===== src/rtl/fifo_uart_tx.sv =====
// FIFO-draining UART transmitter: pops one byte per frame through the FIFO
// read handshake and shifts it out as start, 8 data bits LSB first, parity, stop.
`timescale 1ns/1ps

module fifo_uart_tx #(
  parameter int unsigned CLKS_PER_BIT = 16,
  parameter int unsigned PARITY       = 0,
  parameter int unsigned STOP_BITS    = 1
) (
  input  logic       ck,
  input  logic       rst,
  input  logic       en,
  input  logic       Fempty,
  input  logic [7:0] Din,
  output logic       Ren,
  output logic       txd,
  output logic       busy,
  output logic       done
);

  localparam logic [15:0] BIT_LAST   = 16'(CLKS_PER_BIT - 1);
  localparam logic        HAS_PARITY = (PARITY != 0);
  localparam logic        ODD_PARITY = (PARITY == 2);
  localparam logic        TWO_STOP   = (STOP_BITS == 2);

  typedef enum logic [2:0] {
    S_IDLE, S_FETCH, S_LOAD, S_START, S_DATA, S_PAR, S_STOP
  } state_t;

  state_t      state_q;
  logic [15:0] timer_q;
  logic [15:0] timer_d;
  logic        bit_end;
  logic [2:0]  idx_q;
  logic [7:0]  shreg_q;
  logic        par_q;
  logic        stop2_q;
  logic        txd_q;
  logic        ren_q;
  logic        busy_q;
  logic        done_q;
  logic        start_ok;

  assign start_ok = en && !Fempty;

  // The bit timer only runs while a serial bit is on the line.
  always_comb begin
    bit_end = (timer_q == BIT_LAST);
    timer_d = 16'd0;
    if (state_q inside {S_START, S_DATA, S_PAR, S_STOP}) begin
      timer_d = bit_end ? 16'd0 : timer_q + 16'd1;
    end
  end

  always_ff @(posedge ck) begin
    if (!rst) begin
      state_q <= S_IDLE;
      timer_q <= 16'd0;
      idx_q   <= 3'd0;
      shreg_q <= 8'd0;
      par_q   <= 1'b0;
      stop2_q <= 1'b0;
      txd_q   <= 1'b1;
      ren_q   <= 1'b0;
      busy_q  <= 1'b0;
      done_q  <= 1'b0;
    end else begin
      timer_q <= timer_d;
      ren_q   <= 1'b0;
      done_q  <= 1'b0;
      case (state_q)
        S_IDLE: begin
          txd_q <= 1'b1;
          if (start_ok) begin
            state_q <= S_FETCH;
            ren_q   <= 1'b1;
            busy_q  <= 1'b1;
          end else begin
            busy_q  <= 1'b0;
          end
        end
        S_FETCH: begin
          state_q <= S_LOAD;
        end
        // Din holds the popped byte during this cycle.
        S_LOAD: begin
          shreg_q <= Din;
          par_q   <= ^Din;
          txd_q   <= 1'b0;
          state_q <= S_START;
        end
        S_START: begin
          if (bit_end) begin
            state_q <= S_DATA;
            idx_q   <= 3'd0;
            txd_q   <= shreg_q[0];
          end
        end
        S_DATA: begin
          if (bit_end) begin
            if (idx_q == 3'd7) begin
              idx_q <= 3'd0;
              if (HAS_PARITY) begin
                state_q <= S_PAR;
                txd_q   <= par_q ^ ODD_PARITY;
              end else begin
                state_q <= S_STOP;
                txd_q   <= 1'b1;
                stop2_q <= 1'b0;
              end
            end else begin
              idx_q <= idx_q + 3'd1;
              txd_q <= shreg_q[idx_q + 3'd1];
            end
          end
        end
        S_PAR: begin
          if (bit_end) begin
            state_q <= S_STOP;
            txd_q   <= 1'b1;
            stop2_q <= 1'b0;
          end
        end
        // Last stop cycle doubles as the start decision for the next frame.
        S_STOP: begin
          if (bit_end) begin
            if (TWO_STOP && !stop2_q) begin
              stop2_q <= 1'b1;
            end else begin
              done_q <= 1'b1;
              if (start_ok) begin
                state_q <= S_FETCH;
                ren_q   <= 1'b1;
              end else begin
                state_q <= S_IDLE;
                busy_q  <= 1'b0;
              end
            end
          end
        end
        default: begin
          state_q <= S_IDLE;
          txd_q   <= 1'b1;
          busy_q  <= 1'b0;
        end
      endcase
    end
  end

  assign Ren  = ren_q;
  assign txd  = txd_q;
  assign busy = busy_q;
  assign done = done_q;

endmodule

===== config.mk =====
export PLATFORM = sky130hd
export DESIGN_NAME = fifo_uart_tx
export DESIGN_NICKNAME = d
export VERILOG_FILES = /design/src/rtl/fifo_uart_tx.sv
export SDC_FILE = /design/constraint.sdc
export NUM_CORES = 1
export LEC_CHECK = 0
export ABC_AREA = 0
export BUFFER_PORTS_ARGS = -buffer_cell sky130_fd_sc_hd__buf_2
export CORE_UTILIZATION = 50
export CTS_CLUSTER_SIZE = 8
export DETAILED_ROUTE_END_ITERATION = 8
export PLACE_DENSITY = 0.69
export SYNTH_ARGS = -nofsm -noshare
export SYNTH_HDL_FRONTEND = slang
export SYNTH_SLANG_ARGS = --single-unit

===== constraint.sdc =====
create_clock -name ck -period 2.3 [get_ports ck]
set_clock_uncertainty 0.05 [all_clocks]
set_input_delay 0.46 -clock ck [delete_from_list [all_inputs] [get_ports ck]]
set_output_delay 0.46 -clock ck [all_outputs]
set_load 0.02 [all_outputs]

==> results.cfg <==
[run]
drv_cap = 0

[floorplanning]
num_rows = 20
initial_core_util_pct = 53.1
die_y_um = 59.2
die_w_um = 59.2
ios = 16
die-area_um2 = 3500
coreArea_um2 = 3080

[placed_design]
gp_congestion = 0.759
portBuffers = 15
placed_area_um2 = 1730
dp_hpwl_um = 2100

[timing]
final_max_slew_viol_count = 0
hold_viol_final = 0
relSlewSlack_pct = 54.6
timing.final.crit_period_ns = 2.03
fmax_ghz = 0.492
fin_tns_setup_ns = 0
tightest_slew_ns = 0.679
rsz0062_at_grt = no
setup_violations = 0
fin_crit_sh_pct = 88.4

[power_and_ir_drop]
power.internal_uw = 900
p_leak_uw = 0.000661
power_frac_seq_pct = 53.5
p_sw_share_pct = 25.3
p_switching_uw = 305
combPwrFrac_pct = 11.0
power.density_nw_per_um2 = 668
clkPwrFrac_pct = 35.5
ir_drop_uv = 364

[cts]
cts_sinks = 34
clockRootBuffer = clkbuf_4
numCtsBuffers = 5
htreeDepth = 2
path_clk_slew_ns = 0.11
clk_latency_ns = 0.34
ctsHoldBuffers = 0
post_cts_buffers = 0
cts_resized = 0
clockBufferDepth = 2
cts_tree = done

[synthesis]
ys.flop_type = dfxtp_1
synth_warnings = 0
yosysSeqAreaShare_pct = 41.7
syn_area_um2 = 1630
yosys.cell_types.count = 42
synth-edff-count = 0
async_flop_share_pct = 0
yosys_register_bits = 34
postSynthNetCount = 202
synthCells = 187
syn_area_per_cell_um2 = 8.74

[hold_path]
hp-start = Din[0]
min_path_type = input port to flip-flop

[grt]
antenna_found_initial = 0
grt_util_all_layers_pct = 19.9
grt_pass1_vias = 1207
grt_max_degree = 21
grt_overflow = 0
grt_first_pass_wirelength_um = 5210

[route]
vias_per_cell = 5.29
dr.pass1.iters = 4
drt_iter0_drc = 44
vias = 1302
drc = 0
ant_nets = 0
wire_per_inst_um = 11.7
wirelength_um = 2880

[final_layout]
finish.utilization_pct = 58.7
final_nets = 216
multi_input_area_um2 = 887
final_layout_size_suffix_gt1_share_pct = 15.8
fillCellCount = 284
n_antenna_cell = 0
fin_area_um2 = 1810
area_growth_syn_to_layout_pct = 10.5
seq_area_um2 = 681

[setup_path]
critPathCaptureType = flip-flop
startpoint = timer_q[12]
critPathMaxFanout = 15
rr_startpoint = timer_q[12]
cp_data_required_time_ns = 2.48
startpoint_type = flip-flop
worstSetupPathType = flip-flop to flip-flop
crit_arrival_ns = 2.22

[status]
status = finished clean
## stage by stage
| step | cells | hold WS (ns) | worst slack, ns | total power (uW) |
|---|---|---|---|---|
| after floorplan | 187 | 0.367 | 0.409 | 759 |
| after global placement | 238 | 0.380 | 0.316 | 786 |
| after detailed placement | 238 | 0.397 | 0.246 | 791 |
| after CTS | 246 | 0.299 | 0.238 | 1220 |
| after global routing | 246 | 0.316 | 0.111 | 1270 |
| final | 246 | 0.310 | 0.267 | 1210 |
## cell families (layout without fill, tap and decap cells)
| logic type | after synthesis | count (layout) | synth area share [%] |
|---|---|---|---|
| xor+xnor | 14 | 14 | 7.50 |
| compound gates | 40 | 40 | 15.4 |
| fa+ha+maj | 3 | 3 | 2.30 |
| buf+inv | 14 | 29 | 4.06 |
| flops | 34 | 34 | 41.7 |
| simple gates | 79 | 79 | 25.7 |
| mux | 3 | 3 | 3.37 |
## power by group through the flow
stage	Sequential (uW)	Combinational, uW	Clock [uW]
6_report	645	132	428
4_1_cts	645	133	439
2_1_floorplan	646	113	0
3_3_place_gp	659	128	0
3_5_place_dp	658	132	0
5_1_grt	650	153	470
## critical path: stages (launching register included)
cell	delay (ns)
dfxtp_1	0.35
or4_4	0.55
nor4_4	0.27
buf_4	0.21
nor2_1	0.08
o311ai_1	0.30
a21boi_0	0.12
## cell usage in the layout (no fill, tap or decap), types with 2 or more instances in the layout
cell and count:
nor2b_1 5, nand2b_1 4, nand4_1 2, nand3_1 7
or2_2 2, o21ai_0 14, buf_2 15, and2_1 2
or4_1 2, buf_4 2, clkbuf_4 5, inv_1 4
clkinv_2 2, nand2_1 17, nor2_1 24, and3_1 2
xnor2_1 5, ha_1 3, xor2_1 9, nor3_1 2
a21oi_1 7, dfxtp_1 34, nor3b_1 2, a21boi_0 11
and4_1 2, mux4_2 2
## per-layer routing
metal | wire (um) | track usage, %
met3 | 110 | 6.55
met5 | 0 | 0
met4 | 34 | 6.12
met2 | 1290 | 31.7
met1 | 1440 | 25.6
## flip-flops by register name (all words and copies together) (netlist names)
| name | count |
|---|---|
| timer_q | 16 |
| Ren | 1 |
| state_q | 3 |
| shreg_q | 8 |
| txd | 1 |
| done | 1 |
| busy | 1 |
| idx_q | 3 |
## cell type report
cell class / count / area share [%]
well taps: 44 / 3.05
inverters: 4 / 0.832
clock buffers: 5 / 2.08
repair buffers: 17 / 4.99
multi-input cells: 139 / 49.1
clock inverters: 3 / 2.22
flip-flops and latches: 34 / 37.7
## synth_stat cells (4+ instances only)
| cell | n | area (um2) |
|---|---|---|
| dfxtp_1 | 34 | 681 |
| nor2_1 | 24 | 90.1 |
| nand2_1 | 17 | 63.8 |
| o21ai_0 | 14 | 70.1 |
| a21boi_0 | 11 | 82.6 |
| xor2_1 | 9 | 78.8 |
| a21oi_1 | 7 | 35.0 |
| nand3_1 | 7 | 35.0 |
| clkbuf_1 | 5 | 18.8 |
| nor2b_1 | 5 | 31.3 |
| xnor2_1 | 5 | 43.8 |
| inv_1 | 4 | 15.0 |
| nand2b_1 | 4 | 25.0 |
## path summary, 6_finish.rpt
kind	endpoint	slack, ns	cells past startpoint
max	busy	0.27	6
min reg2reg	timer_q[0]	0.41	1
min	shreg_q[0]	0.31	3
max reg2reg	busy	0.27	6
Power figures use the tool's default switching activity.
